===== src/rtl/piso_shift_pkg.sv =====
// piso_shift_pkg
// Shared declarations for the parallel-in / serial-out transmit sequencer.
//   state_t     : controller states (idle, shifting a word, forced gap)
//   idx_width() : width of the bit index counter for a given word length
//   gap_width() : width of the gap counter for a given gap length
package piso_shift_pkg;

    typedef enum logic [1:0] {
        ST_IDLE  = 2'd0,
        ST_SHIFT = 2'd1,
        ST_GAP   = 2'd2
    } state_t;

    // Never narrower than one bit so a 2-bit word still gets a real counter.
    function automatic int idx_width(input int width);
        return (width > 2) ? $clog2(width) : 1;
    endfunction

    // Holds values 0..gap-1; at least one bit even when no gap is configured.
    function automatic int gap_width(input int gap);
        return (gap > 1) ? $clog2(gap) : 1;
    endfunction

endpackage


===== src/rtl/piso_shift_datapath.sv =====
// piso_shift_datapath
// The shift register behind the serial transmitter.
//   clk, rst  : clock, synchronous active-high reset (clears the register)
//   load      : capture din into the register
//   shift     : move the register one place toward the output end, zero fill
//   hold      : freeze the register regardless of load/shift
//   din       : parallel word
//   sout      : bit currently at the output end (bit 0, or bit WIDTH-1 when
//               MSB_FIRST is set)
//   contents  : full register contents
module piso_shift_datapath #(
    parameter int WIDTH     = 4,
    parameter int MSB_FIRST = 0
) (
    input  logic             clk,
    input  logic             rst,
    input  logic             load,
    input  logic             shift,
    input  logic             hold,
    input  logic [WIDTH-1:0] din,
    output logic             sout,
    output logic [WIDTH-1:0] contents
);

    logic [WIDTH-1:0] shreg;

    always_ff @(posedge clk) begin
        if (rst) begin
            shreg <= '0;
        end else if (!hold) begin
            if (load) begin
                shreg <= din;
            end else if (shift) begin
                // Zero fill means the register is empty once a whole word has
                // gone out, so sout reads 0 while the controller is idle.
                if (MSB_FIRST != 0) begin
                    shreg <= {shreg[WIDTH-2:0], 1'b0};
                end else begin
                    shreg <= {1'b0, shreg[WIDTH-1:1]};
                end
            end
        end
    end

    assign sout     = (MSB_FIRST != 0) ? shreg[WIDTH-1] : shreg[0];
    assign contents = shreg;

endmodule


===== src/rtl/piso_shift_ctrl.sv =====
// piso_shift_ctrl
// Transmit sequencer: accepts a parallel word over valid/ready, shifts it out
// one bit per clock with first/last markers, optionally forcing idle gap
// cycles between words. The consumer can stall everything with hold.
//
// Handshake: a word is taken on a rising edge where din_valid && din_ready.
// din_ready is the only combinational output; it is low during reset and
// hold. The producer keeps din stable until the word is taken.
//
// Ports:
//   clk, rst    : clock, synchronous active-high reset
//   din         : parallel word (WIDTH bits)
//   din_valid   : producer has a word on din
//   din_ready   : a word can be accepted this cycle
//   hold        : consumer stall, freezes the whole sequence
//   dout        : serial data bit
//   dout_valid  : dout carries a real bit
//   dout_first  : dout is the first bit of a word
//   dout_last   : dout is the last bit of a word
//   busy        : a word is in flight (shifting or in the gap)
//   bit_idx     : position of the dout bit within the word, 0 = first sent
//   state_dbg   : current controller state (state_t encoding)
//   shreg_dbg   : current shift register contents
//
// Parameters: WIDTH 2..32, GAP 0..15, MSB_FIRST 0/1.
module piso_shift_ctrl
    import piso_shift_pkg::*;
#(
    parameter int WIDTH     = 4,
    parameter int GAP       = 0,
    parameter int MSB_FIRST = 0
) (
    input  logic                     clk,
    input  logic                     rst,
    input  logic [WIDTH-1:0]         din,
    input  logic                     din_valid,
    output logic                     din_ready,
    input  logic                     hold,
    output logic                     dout,
    output logic                     dout_valid,
    output logic                     dout_first,
    output logic                     dout_last,
    output logic                     busy,
    output logic [$clog2(WIDTH)-1:0] bit_idx,
    output logic [1:0]               state_dbg,
    output logic [WIDTH-1:0]         shreg_dbg
);

    localparam int IW = idx_width(WIDTH);
    localparam int GW = gap_width(GAP);

    localparam logic [IW-1:0] LAST_IDX = IW'(WIDTH - 1);
    localparam logic [GW-1:0] GAP_LOAD = (GAP > 0) ? GW'(GAP - 1) : '0;

    state_t          state;
    state_t          state_nxt;
    logic [IW-1:0]   idx_q;
    logic [IW-1:0]   idx_nxt;
    logic [GW-1:0]   gap_cnt;
    logic [GW-1:0]   gap_nxt;
    logic            load;
    logic            shift;
    logic            accept;
    logic            at_last;

    logic            nxt_valid;
    logic            nxt_first;
    logic            nxt_last;
    logic            nxt_busy;

    assign at_last = (state == ST_SHIFT) && (idx_q == LAST_IDX);

    // A new word can follow the last bit directly only when no gap is wanted.
    assign din_ready = !rst && !hold &&
                       ((state == ST_IDLE) || (at_last && (GAP == 0)));
    assign accept    = din_valid && din_ready;

    // ------------------------------------------------------------------
    // State register (with bit and gap counters)
    // ------------------------------------------------------------------
    always_ff @(posedge clk) begin
        if (rst) begin
            state   <= ST_IDLE;
            idx_q   <= '0;
            gap_cnt <= '0;
        end else begin
            state   <= state_nxt;
            idx_q   <= idx_nxt;
            gap_cnt <= gap_nxt;
        end
    end

    // ------------------------------------------------------------------
    // Next-state logic
    // ------------------------------------------------------------------
    always_comb begin
        state_nxt = state;
        idx_nxt   = idx_q;
        gap_nxt   = gap_cnt;
        load      = 1'b0;
        shift     = 1'b0;

        if (!hold) begin
            case (state)
                ST_IDLE: begin
                    if (accept) begin
                        state_nxt = ST_SHIFT;
                        idx_nxt   = '0;
                        load      = 1'b1;
                    end
                end

                ST_SHIFT: begin
                    if (idx_q == LAST_IDX) begin
                        idx_nxt = '0;
                        if (accept) begin
                            load = 1'b1;
                        end else if (GAP > 0) begin
                            // Final shift empties the register.
                            shift     = 1'b1;
                            state_nxt = ST_GAP;
                            gap_nxt   = GAP_LOAD;
                        end else begin
                            shift     = 1'b1;
                            state_nxt = ST_IDLE;
                        end
                    end else begin
                        shift   = 1'b1;
                        idx_nxt = idx_q + 1'b1;
                    end
                end

                ST_GAP: begin
                    // Leave as the counter reaches zero: the following IDLE
                    // cycle (where din_ready rises) is the last idle slot, so
                    // the serial stream sees GAP empty cycles for GAP >= 2.
                    if (gap_cnt <= GW'(1)) begin
                        state_nxt = ST_IDLE;
                        gap_nxt   = '0;
                    end else begin
                        gap_nxt = gap_cnt - 1'b1;
                    end
                end

                default: begin
                    state_nxt = ST_IDLE;
                    idx_nxt   = '0;
                    gap_nxt   = '0;
                end
            endcase
        end
    end

    // ------------------------------------------------------------------
    // Output logic: flag values for the coming cycle, registered below.
    // Under hold the next state equals the current one, so the flags keep
    // their values without extra gating.
    // ------------------------------------------------------------------
    always_comb begin
        nxt_valid = (state_nxt == ST_SHIFT);
        nxt_first = (state_nxt == ST_SHIFT) && (idx_nxt == '0);
        nxt_last  = (state_nxt == ST_SHIFT) && (idx_nxt == LAST_IDX);
        nxt_busy  = (state_nxt != ST_IDLE);
    end

    always_ff @(posedge clk) begin
        if (rst) begin
            dout_valid <= 1'b0;
            dout_first <= 1'b0;
            dout_last  <= 1'b0;
            busy       <= 1'b0;
        end else begin
            dout_valid <= nxt_valid;
            dout_first <= nxt_first;
            dout_last  <= nxt_last;
            busy       <= nxt_busy;
        end
    end

    // ------------------------------------------------------------------
    // Shift register
    // ------------------------------------------------------------------
    piso_shift_datapath #(
        .WIDTH     (WIDTH),
        .MSB_FIRST (MSB_FIRST)
    ) u_datapath (
        .clk      (clk),
        .rst      (rst),
        .load     (load),
        .shift    (shift),
        .hold     (hold),
        .din      (din),
        .sout     (dout),
        .contents (shreg_dbg)
    );

    // The counter is cleared whenever a word finishes, so it already reads 0
    // in IDLE and GAP.
    assign bit_idx   = idx_q;
    assign state_dbg = state;

endmodule

===== config.mk =====
export PLATFORM = sky130hd
export DESIGN_NAME = piso_shift_ctrl
export DESIGN_NICKNAME = d
export VERILOG_FILES = /design/src/rtl/piso_shift_pkg.sv /design/src/rtl/piso_shift_datapath.sv /design/src/rtl/piso_shift_ctrl.sv
export SDC_FILE = /design/constraint.sdc
export NUM_CORES = 1
export LEC_CHECK = 0
export ABC_AREA = 1
export ABC_CLOCK_PERIOD_IN_PS = 2100
export BUFFER_PORTS_ARGS = -buffer_cell sky130_fd_sc_hd__buf_2
export CELL_PAD_IN_SITES_DETAIL_PLACEMENT = 1
export CELL_PAD_IN_SITES_GLOBAL_PLACEMENT = 2
export CORE_UTILIZATION = 25
export DETAILED_ROUTE_END_ITERATION = 7
export PLACE_DENSITY_LB_ADDON = 0.1
export SETUP_SLACK_MARGIN = 0.1
export SYNTH_ARGS = -nofsm -noshare
export SYNTH_HDL_FRONTEND = slang
export SYNTH_SLANG_ARGS = --single-unit

===== constraint.sdc =====
create_clock -name clk -period 2.1 [get_ports clk]
set_input_delay 0.525 -clock clk [delete_from_list [all_inputs] [get_ports clk]]
set_output_delay 0.525 -clock clk [all_outputs]
set_load 0.01 [all_outputs]

==> reports/results.ini, run 1 <==
[cts]
h-tree-depth=1
clockBufferDepth=2
clockRootBuffer=clkbuf_4
cts_resized=0
clk_pin_slew_ns=0.07
cts_num_sinks=12
ctsHoldBuffers=0
clkLatencyLatePin_ns=0.27
cts_setup_buffers=0
cts_tree=built
cts_inserted_buffers=3

[critical_path]
crit_type=reg -> out
path_max_fanout=3
required_ns=1.57
crit_top_cell=inv_1
critPathMaxStageDelay_ns=0.36
arrival_ns=1.20
crit_path_start_kind=flop
path_buf_inv=3
critPathTopFamily=flip-flops
cp_slowest_cell=dfxtp_1
end_kind=output pin
path_cells=ha_1 > inv_1 > nand2_1 > nand3_1 > inv_1 > buf_2

[layout]
antenna_cells=0
final_cells=131
multi_input_area_um2=262
nFillCells=275
seq_area_um2=240
nets=114
areaGrowthSynthToFinish_pct=30.5
stdcell_area_um2=718
drive_gt1_share_pct=29.8

[placement]
post-dp-hpwl_um=1030
gp_congestion=0.697
place_inst=127
port_buffers=21
place_area_um2=682

[sta]
fin_hold_ws_ns=0.482
setup_viol=0
report.final.slew_viol_count=0
hold_violations=0
tightestPinTransition_ns=0.212
fmax_mhz=580
period_needed_ns=1.72
fin_skew_ns=0.00100
finalSetupTns_ns=0
relSlewSlack_pct=85.9
rsz0062_at_grt=false
fin_crit_sh_pct=82.1

[floorplan]
rows=16
core_area_um2=2020
fp.dieW_um=48.9
num_io_pins=22
initial_utilization_pct=27.2
die_area_um2=2390
die_h_um=48.9

[global_routing]
grtUsageTotal_pct=12.2
grt_start_max_net_pins=8
grt_pass1_vias=518
grt_remaining_overflow=0
grt_pass1_wl_um=2240
antenna_found_initial=0

[run]
maxCapViolations=0

[run_status]
outcome=complete, no violations

[routing]
first_pass_iters=2
wire_per_inst_um=9.50
drc_errors=0
drtIter0Drc=2
vias_per_cell=4.21
postRouteAntennaNets=0
dr_total_vias=552
drt-total-wl_um=1240

[synthesis]
yosysUniqueCellTypes=14
ys_seq_elements=12
synthCells=80
syn-num-nets=89
synth-seq-area-share_pct=43.6
syn_area_per_cell_um2=6.88
yosys_warnings=0
synth_area_um2=551

[pwr]
finalPower_mw=0.497
ir_drop_v=0.000311
p_per_area_nw_per_um2=691
leakage_nw=0.407

[worst_hold_path]
min_path_type=reg -> reg

layout make-up:
cell class | instances | share of cell area (%)
Multi-Input combinational cell | 56 | 36.4
Sequential cell | 12 | 33.4
Timing Repair Buffer | 21 | 14.6
Inverter | 11 | 5.75
Clock buffer | 4 | 5.05
Tap cell | 27 | 4.70
layer usage:
layer  vias up  GRT usage [%]  wire length (µm)
met5         -              0                 0
met3         2           2.80                76
met2        18           17.6               461
li1        292              -                 -
met1       240           17.5               690
met4         0           4.41                16
through the flow:
step	util [%]	worst slack, ns
3_5_place_dp	33.7	0.498
4_1_cts	35.5	0.347
5_1_grt	35.5	0.249
3_3_place_gp	33.7	0.512
6_report	35.5	0.376
2_1_floorplan	-	0.725
state kept, by name (all words and copies together), names as in the netlist:
signal               cells
u_datapath.contents      4
bit_idx                  2
state_dbg                2
busy                     1
dout_first               1
dout_last                1
dout_valid               1
power breakdown:
part	switching [mW]	total [mW]	internal (mW)
registers	0.00608	0.244	0.238
clock network	0.0760	0.181	0.105
logic	0.0436	0.0714	0.0278
cell usage in the layout, fill, tap and decap left out:
cell type	n
a21oi_1	2
buf_2	21
clkbuf_4	3
clkbuf_8	1
dfxtp_1	12
ha_1	1
inv_1	9
inv_2	2
nand2_1	28
nand2_2	1
nand3_1	4
nand4_4	1
nor2_1	13
nor2_2	1
nor2_4	1
o21ai_0	4
path summary, 6_finish.rpt:
check | startpoint | end | slack (ns) | cells after the start
max | bit_idx[0] | din_ready | 0.38 | 6
min | u_datapath.contents[3] | u_datapath.contents[3] | 0.48 | 2
max reg2reg | bit_idx[0] | bit_idx[1] | 0.75 | 10
min reg2reg | u_datapath.contents[3] | u_datapath.contents[3] | 0.48 | 2
kinds of logic (layout without fill, tap and decap cells):
logic type | count (synthesis) | in the layout | share of synthesized area, %
AOI/OAI and AO/OA | 6 | 6 | 5.45
adders and majority gates | 1 | 1 | 2.27
buffers and inverters | 12 | 36 | 8.86
DFF | 12 | 12 | 43.6
and+or+nand+nor | 49 | 49 | 39.8
Yosys cell counts:
master	n	area (µm²)
nor2_2	1	6.26
nand2_2	1	6.26
nand2_1	28	105
inv_1	9	33.8
nor2_4	1	11.3
dfxtp_1	12	240
o21ai_0	4	20.0
nand3_1	4	20.0
inv_2	2	7.51
buf_4	1	7.51
nor2_1	13	48.8
ha_1	1	12.5
nand4_4	1	21.3
a21oi_1	2	10.0
worst register-to-register path: stages, from the launching register on:
cell and delay, ns:
dfxtp_1 0.36, ha_1 0.17, inv_1 0.05, nand2_1 0.11
nand4_4 0.15, nand2_1 0.11, nand2_1 0.05, nand2_1 0.05
nand2_1 0.07, inv_1 0.09, nor2_1 0.04
No activity file was read; power rests on OpenSTA's default activity.
==> run 2: changes to the inputs <==
--- a/config.mk
+++ b/config.mk
@@ -6,11 +6,11 @@
 export NUM_CORES = 1
 export LEC_CHECK = 0
 export ABC_AREA = 1
-export ABC_CLOCK_PERIOD_IN_PS = 2100
+export ABC_CLOCK_PERIOD_IN_PS = 1450
 export BUFFER_PORTS_ARGS = -buffer_cell sky130_fd_sc_hd__buf_2
 export CELL_PAD_IN_SITES_DETAIL_PLACEMENT = 1
 export CELL_PAD_IN_SITES_GLOBAL_PLACEMENT = 2
-export CORE_UTILIZATION = 25
+export CORE_UTILIZATION = 21
 export DETAILED_ROUTE_END_ITERATION = 7
 export PLACE_DENSITY_LB_ADDON = 0.1
 export SETUP_SLACK_MARGIN = 0.1
==> constraint.sdc (replaced) <==
create_clock -name clk -period 1.45 [get_ports clk]
set_input_delay 0.3625 -clock clk [delete_from_list [all_inputs] [get_ports clk]]
set_output_delay 0.3625 -clock clk [all_outputs]
set_load 0.01 [all_outputs]
==> reports/results.ini, run 2 (synthesis results as in run 1) <==
[cts]
clkLatencyLatePin_ns=0.27
cts_tree=built
clk_pin_slew_ns=0.08
clockBufferDepth=2
clockRootBuffer=clkbuf_4
cts_inserted_buffers=3
cts_num_sinks=12
ctsHoldBuffers=0
h-tree-depth=1

[sta]
fmax_mhz=689
fin_hold_ws_ns=0.332
relSlewSlack_pct=83.3
worst_slack_ns=-0.00154
fin_skew_ns=0.00292
rsz0062_at_grt=true
tightestPinTransition_ns=0.249
period_needed_ns=1.45
fin_crit_sh_pct=100
hold_violations=0
report.final.slew_viol_count=0
setup_viol=1

[global_routing]
grt_start_max_net_pins=8
grt_pass1_wl_um=2350
grt_remaining_overflow=0
grtUsageTotal_pct=12.0
antenna_found_initial=0
grt_pass1_vias=513

[critical_path]
crit_type=reg -> out
r2r_start=bit_idx[1]
worstReg2RegEnd=dout_first
required_ns=1.09
path_max_fanout=2
end_kind=output pin
rr_worst_depth=10
regToRegSetupSlack_ns=0.08
crit_path_start_kind=flop
arrival_ns=1.09

[floorplan]
die_h_um=53.2
num_io_pins=22
fp.dieW_um=53.2
rows=18
core_area_um2=2480
die_area_um2=2830
initial_utilization_pct=22.2

[run_status]
violations=setup timing
outcome=finished with violations

[layout]
mostFrequentLayoutCell=buf_2
largest_register_ff_count=4
nets=123
areaGrowthSynthToFinish_pct=57.5
drive_gt1_share_pct=53.1
antenna_cells=0
final_cell_mix=buf_2 (21), nand2_1 (20), nor2_1 (11)
stdcell_area_um2=867

[placement]
place_area_um2=716
gp_congestion=0.691
dp_slack_ns=0.103
port_buffers=21
post-dp-hpwl_um=1140

[pwr]
p_per_area_nw_per_um2=884
leakage_nw=0.454
ir_drop_v=0.000405

[worst_hold_path]
hold_depth=3
min_path_type=in -> reg
worstHoldStart=din[3]
min_to=u_datapath.contents[3]

[routing]
drtIter0Drc=6
wire_per_inst_um=10.5
postRouteAntennaNets=0
dr_total_vias=582
first_pass_iters=2
vias_per_cell=4.07
drc_errors=0
drt-total-wl_um=1510

[run]
maxCapViolations=0

[run 2: cell count changes in the layout (fill, tap and decap cells not counted), sizes merged]
cell / change
buf: +9
[run 2: repair_timing]
action | in CTS | in global routing
pin swaps | 0 | 6
setup endpoints to repair | 4 | 9
gates resized for setup | 7 | 20
buffers inserted | 2 | 3
[run 2: routing by layer]
layer	wire (µm)	GRT usage [%]
met2	617	15.2
met1	788	17.9
met5	0	0
met3	83	3.45
met4	15	5.26
[run 2: worst max-delay path by stage]
stage	start	slack (ns)	to	cells past startpoint
2_1_floorplan	bit_idx[0]	0.20	dout_last	10
3_3_place_gp	bit_idx[0]	0.10	dout_first	9
3_5_place_dp	hold	0.10	dout_first	8
4_1_cts	bit_idx[0]	-0.008	din_ready	6
5_1_grt	bit_idx[1]	-0.06	din_ready	6
6_report	bit_idx[1]	-0.002	din_ready	6
[run 2: critical path, stage by stage (launching register included)]
cell and delay (ns):
dfxtp_2 0.34, ha_4 0.16, inv_2 0.06, nand2_4 0.05, nand3_2 0.05, inv_1 0.03, buf_2 0.12
[run 2: area by class of cell]
| type | instances | area, µm² |
|---|---|---|
| Timing Repair Buffer | 30 | 184 |
| Multi-Input combinational cell | 56 | 324 |
| Inverter | 11 | 41.3 |
| Sequential cell | 12 | 244 |
| Fill cell | 339 | 1610 |
| Tap cell | 30 | 37.5 |
| Clock buffer | 4 | 36.3 |
[run 2: where the power goes]
| group | internal, mW | switching (mW) |
|---|---|---|
| Combinational | 0.0597 | 0.0755 |
| Clock | 0.153 | 0.123 |
| Sequential | 0.345 | 0.0108 |
[run 2: metrics by stage]
stage	util (%)	TNS [ns]	instances	power, mW
global route	35.0	-0.0706	143	0.812
global placement	28.9	0	134	0.475
floorplan	-	0	80	0.425
finish	35.0	-0.00154	143	0.766
detailed placement	28.9	0	134	0.475
CTS	31.9	-0.00762	140	0.761
